$ cat config.mk
export PLATFORM = sky130hd
export DESIGN_NAME = udp_rx_framer_flat
export DESIGN_NICKNAME = d
export VERILOG_FILES = /design/src/rtl/udp_rx_framer_if.sv /design/src/rtl/udp_rx_framer.sv /design/src/flat_wrapper.sv
export SDC_FILE = /design/constraint.sdc
export NUM_CORES = 1
export LEC_CHECK = 0
export CAP_MARGIN = 20
export CORE_ASPECT_RATIO = 2
export CORE_MARGIN = 8
export CORE_UTILIZATION = 30
export DETAILED_ROUTE_END_ITERATION = 12
export GPL_TIMING_DRIVEN = 0
export SYNTH_ARGS = -nofsm -noshare
export SYNTH_HDL_FRONTEND = slang
export SYNTH_SLANG_ARGS = --single-unit
$ cat constraint.sdc
create_clock -name clk50m -period 2.1 [get_ports clk50m]
set_clock_uncertainty 0.15 [all_clocks]
set_input_delay 0.525 -clock clk50m [delete_from_list [all_inputs] [get_ports clk50m]]
set_output_delay 0.525 -clock clk50m [all_outputs]
set_load 0.05 [all_outputs]
$ cat src/rtl/udp_rx_framer_if.sv
// Receive-side link between the UDP core and the framer.
// Carries the header handshake and the payload byte stream.
interface udp_rx_framer_if;
  logic        rx_head_av_i;
  logic [31:0] rx_head_i;
  logic        rx_head_rdy_o;
  logic        rx_data_av_i;
  logic [7:0]  rx_data_i;

  modport master (
    output rx_head_av_i,
    output rx_head_i,
    output rx_data_av_i,
    output rx_data_i,
    input  rx_head_rdy_o
  );

  modport slave (
    input  rx_head_av_i,
    input  rx_head_i,
    input  rx_data_av_i,
    input  rx_data_i,
    output rx_head_rdy_o
  );
endinterface

$ cat src/rtl/udp_rx_framer.sv
// UDP receive framer: header handshake, port filter,
// payload assembly and length/MSGID validation.
module udp_rx_framer #(
  parameter int          BUFFER_SIZE = 80,
  parameter logic [31:0] MSGID       = 32'h74697277,
  parameter logic [15:0] PORT        = 16'd2390,
  parameter int          DATA_WAIT   = 1024
) (
  input  logic                   clk50m,
  input  logic                   rst,
  udp_rx_framer_if.slave         rx,
  output logic [BUFFER_SIZE-1:0] frame_data_o,
  output logic                   frame_valid_o,
  output logic [31:0]            src_ip_o,
  output logic [15:0]            src_port_o,
  output logic                   err_port_o,
  output logic                   err_len_o,
  output logic                   err_msgid_o,
  output logic [15:0]            frame_count_o
);

  localparam int NBYTES = BUFFER_SIZE / 8;
  localparam int WW     = $clog2(DATA_WAIT + 1);

  typedef enum logic [2:0] {
    S_IDLE, S_HDR_IP, S_HDR_SKIP, S_HDR_PORT,
    S_WAIT, S_DATA, S_CHECK, S_DISC
  } state_t;

  state_t                 r_state, w_next;
  logic [BUFFER_SIZE-1:0] r_buf;
  logic [7:0]             r_cnt;
  logic [WW-1:0]          r_wait;
  logic [31:0]            r_cand_ip;
  logic [15:0]            r_cand_port;
  logic [BUFFER_SIZE-1:0] r_frame_data;
  logic [31:0]            r_src_ip;
  logic [15:0]            r_src_port;
  logic [15:0]            r_frame_count;
  logic                   r_rdy, r_valid;
  logic                   r_err_port, r_err_len, r_err_msgid;

  logic w_av, w_port_ok, w_wait_done;
  logic w_len_bad, w_id_bad, w_check;
  logic w_rdy, w_valid;
  logic w_err_port, w_err_len, w_err_msgid;

  assign w_av        = rx.rx_data_av_i;
  assign w_port_ok   = (rx.rx_head_i[15:0] == PORT);
  assign w_wait_done = (r_wait == WW'(DATA_WAIT - 1));
  assign w_len_bad   = (r_cnt != 8'(NBYTES));
  assign w_id_bad    = (r_buf[BUFFER_SIZE-1 -: 32] != MSGID);

  // State register
  always_ff @(posedge clk50m or negedge rst) begin
    if (!rst) r_state <= S_IDLE;
    else      r_state <= w_next;
  end

  // Next-state logic
  always_comb begin
    w_next = r_state;
    unique case (r_state)
      S_IDLE:     if (rx.rx_head_av_i) w_next = S_HDR_IP;
      S_HDR_IP:   w_next = S_HDR_SKIP;
      S_HDR_SKIP: w_next = S_HDR_PORT;
      S_HDR_PORT: w_next = w_port_ok ? S_WAIT : S_DISC;
      S_WAIT: begin
        if (w_av)             w_next = S_DATA;
        else if (w_wait_done) w_next = S_IDLE;
      end
      S_DATA:     if (!w_av) w_next = S_CHECK;
      S_CHECK:    w_next = S_IDLE;
      S_DISC: begin
        if (!w_av && (r_cnt != 8'd0 || w_wait_done))
          w_next = S_IDLE;
      end
      default:    w_next = S_IDLE;
    endcase
  end

  // Strobe decode; the verdict is taken as the payload ends
  always_comb begin
    w_check     = (r_state == S_DATA) && !w_av;
    w_rdy       = (r_state == S_IDLE) && rx.rx_head_av_i;
    w_err_port  = (r_state == S_HDR_PORT) && !w_port_ok;
    w_err_len   = (w_check && w_len_bad) ||
                  ((r_state == S_WAIT) && !w_av && w_wait_done);
    w_err_msgid = w_check && !w_len_bad && w_id_bad;
    w_valid     = w_check && !w_len_bad && !w_id_bad;
  end

  // One-cycle strobes
  always_ff @(posedge clk50m or negedge rst) begin
    if (!rst) begin
      r_rdy       <= 1'b0;
      r_valid     <= 1'b0;
      r_err_port  <= 1'b0;
      r_err_len   <= 1'b0;
      r_err_msgid <= 1'b0;
    end else begin
      r_rdy       <= w_rdy;
      r_valid     <= w_valid;
      r_err_port  <= w_err_port;
      r_err_len   <= w_err_len;
      r_err_msgid <= w_err_msgid;
    end
  end

  // Candidate sender address from the header words
  always_ff @(posedge clk50m or negedge rst) begin
    if (!rst) begin
      r_cand_ip   <= '0;
      r_cand_port <= '0;
    end else begin
      if (r_state == S_HDR_IP)
        r_cand_ip <= rx.rx_head_i;
      if (r_state == S_HDR_PORT && w_port_ok)
        r_cand_port <= rx.rx_head_i[31:16];
    end
  end

  // Payload byte store, byte count and idle-wait count
  always_ff @(posedge clk50m or negedge rst) begin
    if (!rst) begin
      r_buf  <= '0;
      r_cnt  <= '0;
      r_wait <= '0;
    end else begin
      if (r_state == S_HDR_PORT) begin
        r_cnt  <= '0;
        r_wait <= '0;
      end else if (r_state == S_WAIT || r_state == S_DATA ||
                   r_state == S_DISC) begin
        if (w_av) begin
          if (r_cnt != 8'hFF) r_cnt <= r_cnt + 8'd1;
          if (r_state != S_DISC) begin
            for (int k = 0; k < NBYTES; k++)
              if (r_cnt == 8'(k))
                r_buf[BUFFER_SIZE-1-8*k -: 8] <= rx.rx_data_i;
          end
        end else if (r_state != S_DATA) begin
          r_wait <= r_wait + WW'(1);
        end
      end
    end
  end

  // Published frame, sender address and good-frame count
  always_ff @(posedge clk50m or negedge rst) begin
    if (!rst) begin
      r_frame_data  <= '0;
      r_src_ip      <= '0;
      r_src_port    <= '0;
      r_frame_count <= '0;
    end else if (w_valid) begin
      r_frame_data  <= r_buf;
      r_src_ip      <= r_cand_ip;
      r_src_port    <= r_cand_port;
      r_frame_count <= r_frame_count + 16'd1;
    end
  end

  assign rx.rx_head_rdy_o = r_rdy;
  assign frame_data_o     = r_frame_data;
  assign frame_valid_o    = r_valid;
  assign src_ip_o         = r_src_ip;
  assign src_port_o       = r_src_port;
  assign err_port_o       = r_err_port;
  assign err_len_o        = r_err_len;
  assign err_msgid_o      = r_err_msgid;
  assign frame_count_o    = r_frame_count;

endmodule
$ cat src/flat_wrapper.sv
// flat-port wrapper written by rule: the top's interface ports become plain ports
module udp_rx_framer_flat 
#(
  parameter int          BUFFER_SIZE = 80,
  parameter logic [31:0] MSGID       = 32'h74697277,
  parameter logic [15:0] PORT        = 16'd2390,
  parameter int          DATA_WAIT   = 1024
)
  (clk50m, rst, frame_data_o, frame_valid_o, src_ip_o, src_port_o, err_port_o, err_len_o, err_msgid_o, frame_count_o, rx_rx_head_av_i, rx_rx_head_i, rx_rx_data_av_i, rx_rx_data_i, rx_rx_head_rdy_o);
  udp_rx_framer_if rx_i ();
  input  logic clk50m;
  input  logic rst;
  output logic [BUFFER_SIZE-1:0] frame_data_o;
  output logic frame_valid_o;
  output logic [31:0] src_ip_o;
  output logic [15:0] src_port_o;
  output logic err_port_o;
  output logic err_len_o;
  output logic err_msgid_o;
  output logic [15:0] frame_count_o;
  input wire logic [$bits(rx_i.rx_head_av_i)-1:0] rx_rx_head_av_i;
  input wire logic [$bits(rx_i.rx_head_i)-1:0] rx_rx_head_i;
  input wire logic [$bits(rx_i.rx_data_av_i)-1:0] rx_rx_data_av_i;
  input wire logic [$bits(rx_i.rx_data_i)-1:0] rx_rx_data_i;
  output wire logic [$bits(rx_i.rx_head_rdy_o)-1:0] rx_rx_head_rdy_o;
  assign rx_i.rx_head_av_i = rx_rx_head_av_i;
  assign rx_i.rx_head_i = rx_rx_head_i;
  assign rx_i.rx_data_av_i = rx_rx_data_av_i;
  assign rx_i.rx_data_i = rx_rx_data_i;
  assign rx_rx_head_rdy_o = rx_i.rx_head_rdy_o;
  udp_rx_framer #(.BUFFER_SIZE(BUFFER_SIZE), .MSGID(MSGID), .PORT(PORT), .DATA_WAIT(DATA_WAIT)) u_core (.clk50m(clk50m), .rst(rst), .rx(rx_i), .frame_data_o(frame_data_o), .frame_valid_o(frame_valid_o), .src_ip_o(src_ip_o), .src_port_o(src_port_o), .err_port_o(err_port_o), .err_len_o(err_len_o), .err_msgid_o(err_msgid_o), .frame_count_o(frame_count_o));
endmodule
==> run metrics, run 1 <==
outcome finished, violations left; WP buf/inv 4; post-route cell area 16400 um^2; Max Fanout on Critical Path 10; commonest register cell after synthesis dfrtp_1; max-cap violations 0; vias 7224; failing checks setup timing; fin util 0.425; Root Buffer clkbuf_16; LEAKAGE 7.60 nW; sequential share of power 0.476; Slew HR 0.413; Post-Syn Instances 792; worst-skew pair later-pin latency 0.56 ns; chip width 155 um; NumNets Final 1084; CTS tree built; min Tclk post-route 2.49 ns; yosys warns 0; setup TNS -50.00 ns; Int Power 11.2 mW; commonest non-fill, non-tap cell in the layout dfrtp_1; CP endpoint kind register; switch share 0.269; antenna viol nets, final 0; register area share after synthesis 0.642; fmax 0.402 GHz; drt first pass iters 4; EDFF count, synth 0; Post-Syn Area 11700 um^2; Chip Height 295 um; asr flop ratio synth 1.00; setup slack after layout -0.387 ns; clock input transition at the sequential cells of the worst setup and hold paths 0.07 ns; routed len/inst 19.0 um; Slew Limit Fails 0; CP max stage delay 0.42 ns; Worst EP arrival 2.77 ns; Via density 4.58; vias in the first global route 7856; H-Tree Level Count 1; DP Cell Count 1499; die area 45800 um^2; post-synthesis register bit count 299; io pins 193; Starting Density 0.302; post-synth top area share 0.642; syn avg cell area 14.7 um^2; Placed Area 14200 um^2; final cycle utilization of the critical path 1.18; cell mode on critical path buf_12; CTS buffer count 29; RSZ-0062 raised after global routing true; grt ovf 0; Remaining DRCs 0; Worst Tran Pin Value 0.881 ns; initial DRC count 280; largest net degree at the start of global routing 121; setup violators final 193; clock buffer depth 3; required time of the critical path 2.38 ns; area grow syn2layout 40.4%; worst hold margin 0.156 ns; share of cells above drive strength 1 0.513; IO Port Bufs 184; GRT Total Usage 0.130; DRT Wirelength 30.0 mm; Comb power frac 0.176; delay-heaviest family, CP buffers and inverters; Core Box Area 38500 um^2; Distinct cells, synth 43; Crit Path Category reg2reg; CP max-delay cell dfrtp_1; Synth area leader dfrtp_1; P_sw 4.13 mW; overall power 15.3 mW; num rows 102; crit path cell chain inv_1 -> ha_1 -> nand4_1 -> nor4_4 -> buf_4 -> buf_12 -> buf_12 -> mux2_2; clock sinks 299; Clk pwr share 0.348; Place WS -1.42 ns; Hold Fails Final Rpt 0; most frequent cells in the layout dfrtp_1 (298), mux2_2 (178), clkdlybuf4s15_2 (138); first-pass GRT wire length 46.4 mm; GPL Wtd Cong 0.774; Worst VDD drop 0.496 mV; net count after synthesis 842; Final Non-Filler Cells 1577; fill count 3547; Pwr per Cell Area 937 nW/um^2; type of element launching the critical path register; Synth area leaders dfrtp_1 (64%), mux2_2 (22%), or2_2 (1.1%), xnor2_1 (1.1%), nor2b_1 (0.81%); worst hold path type in2reg; initial antenna violation count 1; detailed placer's ending HPWL 20.8 mm
## cell type report
class | instances | area, um^2 | share of cell area
Antenna cell | 1 | 2.50 | 0.000153
Inverter | 5 | 18.8 | 0.00115
Buffer | 34 | 364 | 0.0222
Multi-Input combinational cell | 450 | 4460 | 0.273
Clock buffer | 38 | 830 | 0.0507
Clock inverter | 15 | 151 | 0.00925
Timing Repair Buffer | 215 | 2400 | 0.147
Tap cell | 520 | 651 | 0.0397
Sequential cell | 299 | 7480 | 0.457
## final timing paths
path                                               from                      end  slack [ns]  depth (start not counted)
worst min-delay path                    rx_rx_head_i[2]      u_core.r_cand_ip[2]        0.16                          2
min in group asynchronous                           rst  u_core.frame_data_o[45]        0.41                          2
max in group asynchronous                           rst  u_core.frame_data_o[53]        0.34                          3
worst min register to register  u_core.frame_data_o[50]  u_core.frame_data_o[50]        0.31                          1
worst max register to register          u_core.r_cnt[0]      u_core.src_ip_o[25]       -0.39                          8
worst max-delay path                    u_core.r_cnt[0]      u_core.src_ip_o[25]       -0.39                          8
## synthesized netlist by cell type (2+ instances only)
library cell and instances:
a21o_1 2, a21oi_1 6, a31oi_1 7, and2_1 5, and3_1 8, buf_1 8, buf_2 14, buf_4 2
buf_6 2, clkbuf_1 12, dfrtp_1 299, ha_1 6, inv_1 5, mux2_2 225, mux2i_1 2, nand2_1 21
nand2b_1 3, nand3_1 18, nand3_2 3, nand4_1 14, nand4b_1 3, nor2_1 21, nor2b_1 15, nor3_1 9
nor3b_1 2, nor4_1 3, nor4b_1 5, nor4bb_1 7, o21ai_0 7, o22ai_1 3, or2_2 21, xnor2_1 14
xor2_1 10
## sequential cells by signal, summed over array words and instances, names as in the netlist, 3 cells and up
register              flops
u_core.frame_count_o     16
u_core.r_wait            11
u_core.r_state            3
u_core.frame_data_o      80
u_core.r_cnt              8
u_core.src_ip_o          32
u_core.r_cand_port       16
u_core.src_port_o        16
u_core.r_buf             80
u_core.r_cand_ip         32
## repair_timing
item / 4_1_cts / 5_1_grt
buffers inserted: 13 / 8
pin swaps: 10 / 18
gates cloned: 5 / 2
hold endpoints to repair: 77 / 0
hold buffers: 1 / 0
resized for setup: 584 / 68
setup endpoints to repair: 440 / 276
## per-layer routing
metal	vias to the layer above	track usage	part of all wire
met5	-	0	0
met4	0	0.0635	0.039
met3	59	0.0229	0.043
met2	151	0.252	0.57
met1	3727	0.130	0.34
li1	3287	-	-
## kinds of logic after synthesis
group | Yosys count | share of synthesized area
fa+ha+maj | 6 | 0.00644
compound gates | 30 | 0.0157
simple gates | 163 | 0.0816
mux | 227 | 0.219
flops | 299 | 0.642
buf+inv | 43 | 0.0173
xor+xnor | 24 | 0.0180
## power groups by stage
stage               sequential [mW]  clock [mW]  combinational [mW]
finish                         7.30        5.34                2.70
global route                   7.42        5.77                2.99
CTS                            7.26        5.56                2.67
detailed placement             7.35           0                2.50
global placement               7.32           0                2.39
floorplan                      7.24           0                1.78
Note: power is estimated with default switching activity, not from simulation.
==> run 2: changes to the inputs <==
clock period = 2.98 ns   (was 2.1 ns; I/O delays follow)
==> run 2 against run 1 <==
The run now ends clean. Via count down 1.3%. Combinational power down 35%. Hold slack better by 0.16 ns. Clock-buffer cell count up 3. Clock power down 31%. Critical path depth unchanged. Utilization down 3.0 points. Non-clock buffer count down 24. First-iteration DRC count down 26%. Cell count down 1.6%. Largest power group unchanged.
==> run metrics, run 2 (synthesis gave the netlist of run 1 again) <==
diode count 0; CP endpoint kind register; outcome finished clean; vias 7130; Pwr per Cell Area 694 nW/um^2; Via density 4.60; LEAKAGE 7.09 nW; detailed placer's ending HPWL 20.1 mm; worst hold path type reg2reg; Remaining DRCs 0; H-Tree Level Count 1; Post-CTS Setup Inserts 0; largest net degree at the start of global routing 120; Max Fanout on Critical Path 10; fmax 0.350 GHz; clock buffer depth 3; IO Port Bufs 184; DRT Wirelength 28.3 mm; area grow syn2layout 30.7%; met1 usage 0.129; met3 GRT Util 0.0305; final cycle utilization of the critical path 0.959; CTS buffer count 28; min Tclk post-route 2.86 ns; max-cap violations 0; NumNets Final 1059; Worst Tran Pin Value 0.897 ns; worst hold margin 0.314 ns; Core Box Area 38500 um^2; required time of the critical path 3.26 ns; grt met2 use 0.236; setup violators final 0; Hold Fails Final Rpt 0; post-route cell area 15200 um^2; chip width 155 um; GPL Wtd Cong 0.760; num rows 102; Slew HR 0.393; Root Buffer clkbuf_16; Chip Height 295 um; Starting Density 0.302; drt first pass iters 4; commonest non-fill, non-tap cell in the layout dfrtp_1; most frequent cells in the layout dfrtp_1 (299), mux2_2 (225), clkdlybuf4s50_1 (183); Slew Limit Fails 0; io pins 193; Worst VDD drop 0.454 mV; first-pass GRT wire length 44.7 mm; antenna viol nets, final 0; clock sinks 299; Placed Area 14200 um^2; RSZ-0062 raised after global routing false; type of element launching the critical path primary input; DP Cell Count 1499; clock input transition at the sequential cells of the worst setup and hold paths 0.06 ns; routed len/inst 18.2 um; grt peak-use layer met2; initial antenna violation count 1; Worst EP arrival 3.14 ns; CTS tree built; die area 45800 um^2; vias in the first global route 7823; share of cells above drive strength 1 0.313; Final Non-Filler Cells 1551; initial DRC count 207; GRT Total Usage 0.124; worst-skew pair later-pin latency 0.55 ns; Crit Path Category in2reg; grt ovf 0; setup TNS 0 ns
run 2: cell types whose count changed in the layout (fill, tap and decap cells not counted), sizes merged, moves of 2 or more:
cell,before,now
clkinv,8,6
clkdlybuf4s15,139,0
buf,66,23
dlymetal6s2s,4,0
clkdlybuf4s50,29,183
clkbuf,47,59
run 2: path summary, 6_finish.rpt:
| kind | to | from | cells past startpoint | slack, ns |
|---|---|---|---|---|
| worst max-delay path | u_core.src_port_o[14] | rx_rx_data_av_i | 8 | 0.12 |
| worst min-delay path | u_core.frame_data_o[61] | u_core.frame_data_o[61] | 1 | 0.31 |
| worst max register to register | u_core.src_port_o[14] | u_core.r_cnt[4] | 8 | 0.33 |
| worst min register to register | u_core.frame_data_o[61] | u_core.frame_data_o[61] | 1 | 0.31 |
| max in group asynchronous | u_core.frame_data_o[24] | rst | 4 | 0.57 |
| min in group asynchronous | u_core.src_port_o[7] | rst | 2 | 0.57 |
run 2: metrics by stage:
step                power, mW  utilization  setup slack (ns)
floorplan                6.35            -             0.493
global placement         6.87        0.367            -11.92
detailed placement       6.95        0.369             -1.10
CTS                      10.7        0.395           -0.0222
global route             11.1        0.395          0.000427
finish                   10.6        0.395             0.122
run 2: repair_timing:
| item | 4_1_cts | 5_1_grt |
|---|---|---|
| hold endpoints to repair | 23 | 0 |
| endpoints found under the setup margin | 83 | 88 |
| gates resized for setup | 5 | 7 |
| hold buffers | 1 | 0 |
run 2: report_power, final:
group	internal (mW)	switching (mW)	total, mW
clock	2.15	1.56	3.71
sequential	4.75	0.350	5.10
combinational	0.887	0.866	1.75
run 2: worst max-delay path, cell delays in order:
cell and delay (ns):
clkdlybuf4s50_1 0.58, nor4bb_1 0.37, nand4_1 0.18, nor4_1 0.29, clkbuf_4 0.30, buf_6 0.19
buf_6 0.16, mux2_2 0.33
run 2: final cells by class:
class / instances / area (um^2)
buffer: 37 / 199
tap: 520 / 651
timing repair buffer: 188 / 1920
fill: 3731 / 23300
clock inverter: 11 / 114
multi-input combinational: 450 / 4000
clock buffer: 41 / 851
inverter: 5 / 18.8
sequential: 299 / 7480
run 2: per-layer routing:
metal	part of all wire	up-vias
met1	0.37	3671
met4	0.024	2
met3	0.064	43
met5	0.00046	-
met2	0.55	184
li1	-	3230
==> run 3: changes to the inputs <==
CORE_MARGIN = 2   (was 8)
CORE_UTILIZATION = 57   (was 30)
PLACE_DENSITY = 0.85   (was default)
==> run 3 against run 2 <==
Flip-flop and latch count did not move. Total power fell by 3.6%. Maximum frequency rose by 1.6%. Register-to-register slack got worse by 0.04 ns. Combinational power barely moved. Die area fell by 53%. Design area fell by 3.3%. Routed wire length fell by 14%. Setup slack improved by 0.046 ns. Clock power fell by 11%. Largest power group unchanged.
==> run metrics, run 3 (synthesis gave the netlist of run 1 again) <==
clock buffer depth 3; worst-skew pair later-pin latency 0.54 ns; Comb power frac 0.171; drt first pass iters 4; detailed placer's ending HPWL 16.9 mm; Pwr per Cell Area 692 nW/um^2; required time of the critical path 3.24 ns; Post-CTS Setup Inserts 0; CP max stage delay 0.58 ns; crit path cell chain clkdlybuf4s50_1 -> nor4bb_1 -> nand4_1 -> nor4_1 -> buf_4 -> buf_2 -> mux2_2; Core Box Area 20300 um^2; first-pass GRT wire length 39.1 mm; CTS buffer count 25; Starting Density 0.575; grt ovf 0; Worst EP arrival 3.08 ns; Int Power 7.54 mW; switch share 0.260; overall power 10.2 mW; antenna viol nets, final 0; setup TNS 0 ns; P_sw 2.65 mW; IO Port Bufs 184; Met1 Wirelength 8.91 mm; CTS Hold Buffers Added 0; setup violators final 0; die area 21700 um^2; Max Fanout on Critical Path 10; fmax 0.356 GHz; diode count 0; Sequential Area 7480 um^2; fill count 1285; area grow syn2layout 26.4%; LEAKAGE 7.01 nW; Clk pwr share 0.326; H-Tree Level Count 1; Crit Path Category in2reg; share of cells above drive strength 1 0.306; final cycle utilization of the critical path 0.944; Via density 5.46; worst hold path type in2async; Worst R2R Setup Slack 0.29 ns; Worst VDD drop 0.545 mV; Top Layer Used met4; GRT Total Usage 0.229; R2R depth 4; FF-to-FF Start u_core.r_state[1]; min Tclk post-route 2.81 ns; NumNets Final 1054; post-route cell area 14700 um^2; Slew HR 0.381; chip width 105 um; num rows 74; DR WL met3 939 um; metal2 WL 13.7 mm; Worst Tran Pin Value 0.914 ns; clock sinks 299; CP max-delay cell clkdlybuf4s50_1; sequential share of power 0.503; CTS resizes 1; RR Endpoint u_core.r_cand_ip[23]; vias in the first global route 7511; clock input transition at the sequential cells of the worst setup and hold paths 0.06 ns; max-cap violations 0; initial DRC count 336; Placed Area 13900 um^2; initial antenna violation count 0; Root Buffer clkbuf_16; largest net degree at the start of global routing 117; DP Cell Count 1244; Hold Fails Final Rpt 0; routed len/inst 18.8 um; area occupied by multi-input gates 3980 um^2; fin util 0.726; GPL Wtd Cong 0.841; Chip Height 206 um; io pins 193; CP endpoint kind register; Slew Limit Fails 0; type of element launching the critical path primary input; vias 7026; Remaining DRCs 0; DRT Wirelength 24.2 mm; commonest non-fill, non-tap cell in the layout dfrtp_1; RSZ-0062 raised after global routing false; outcome finished clean; most frequent cells in the layout dfrtp_1 (299), mux2_2 (225), clkdlybuf4s50_1 (183); CTS tree built; Final Non-Filler Cells 1287
-- run 3: changes by cell type in the layout (fill, tap and decap cells not counted), sizes merged --
cell / previous run / this run
buf: 23 / 27
bufinv: 2 / 3
clkbuf: 59 / 47
clkinvlp: 2 / 0
dlygate4sd3: 1 / 0
-- run 3: critical path: cells and delay by family --
family	cells	cell delay [ns]
and+or+nand+nor	3	0.81
muxes	1	0.37
buffers and inverters	3	1.14
-- run 3: worst max path at each step --
stage	end	startpoint	slack [ns]	cells after the start
6_report	u_core.src_port_o[11]	rx_rx_data_av_i	0.17	7
5_1_grt	u_core.frame_count_o[11]	rx_rx_data_av_i	0.01	9
4_1_cts	u_core.r_cand_port[9]	rx_rx_head_i[11]	0.02	6
3_5_place_dp	u_core.r_cand_port[9]	rx_rx_head_i[13]	-0.67	7
3_3_place_gp	u_core.frame_data_o[21]	rst	-11.22	1
2_1_floorplan	u_core.r_cand_port[10]	rx_rx_head_i[13]	0.49	6
-- run 3: routing by layer --
layer | global-route usage | vias to the layer above
met3 | 0.0356 | 40
met1 | 0.261 | 3607
li1 | - | 3216
met5 | 0 | -
met2 | 0.431 | 163
met4 | 0.0805 | 0
-- run 3: power groups by stage --
stage | logic [mW] | registers, mW | clock network, mW
global placement | 1.65 | 5.15 | 0
CTS | 1.75 | 5.12 | 3.40
global route | 1.90 | 5.20 | 3.56
finish | 1.74 | 5.13 | 3.32
floorplan | 1.25 | 5.10 | 0
detailed placement | 1.73 | 5.19 | 0
-- run 3: area by class of cell --
type / instances / area share
buffer: 37 / 0.0127
sequential: 299 / 0.508
inverter: 5 / 0.00127
clock inverter: 10 / 0.00875
clock buffer: 34 / 0.0475
tap: 266 / 0.0226
timing repair buffer: 186 / 0.129
multi-input combinational: 450 / 0.270
-- run 3: per-stage QoR --
step / hold slack (ns) / worst slack (ns)
final: 0.0245 / 0.167
after floorplan: 0.299 / 0.493
after global placement: 0.302 / -11.22
after global routing: 0.0741 / 0.0147
after detailed placement: 0.303 / -0.670
after CTS: 0.0418 / 0.0172
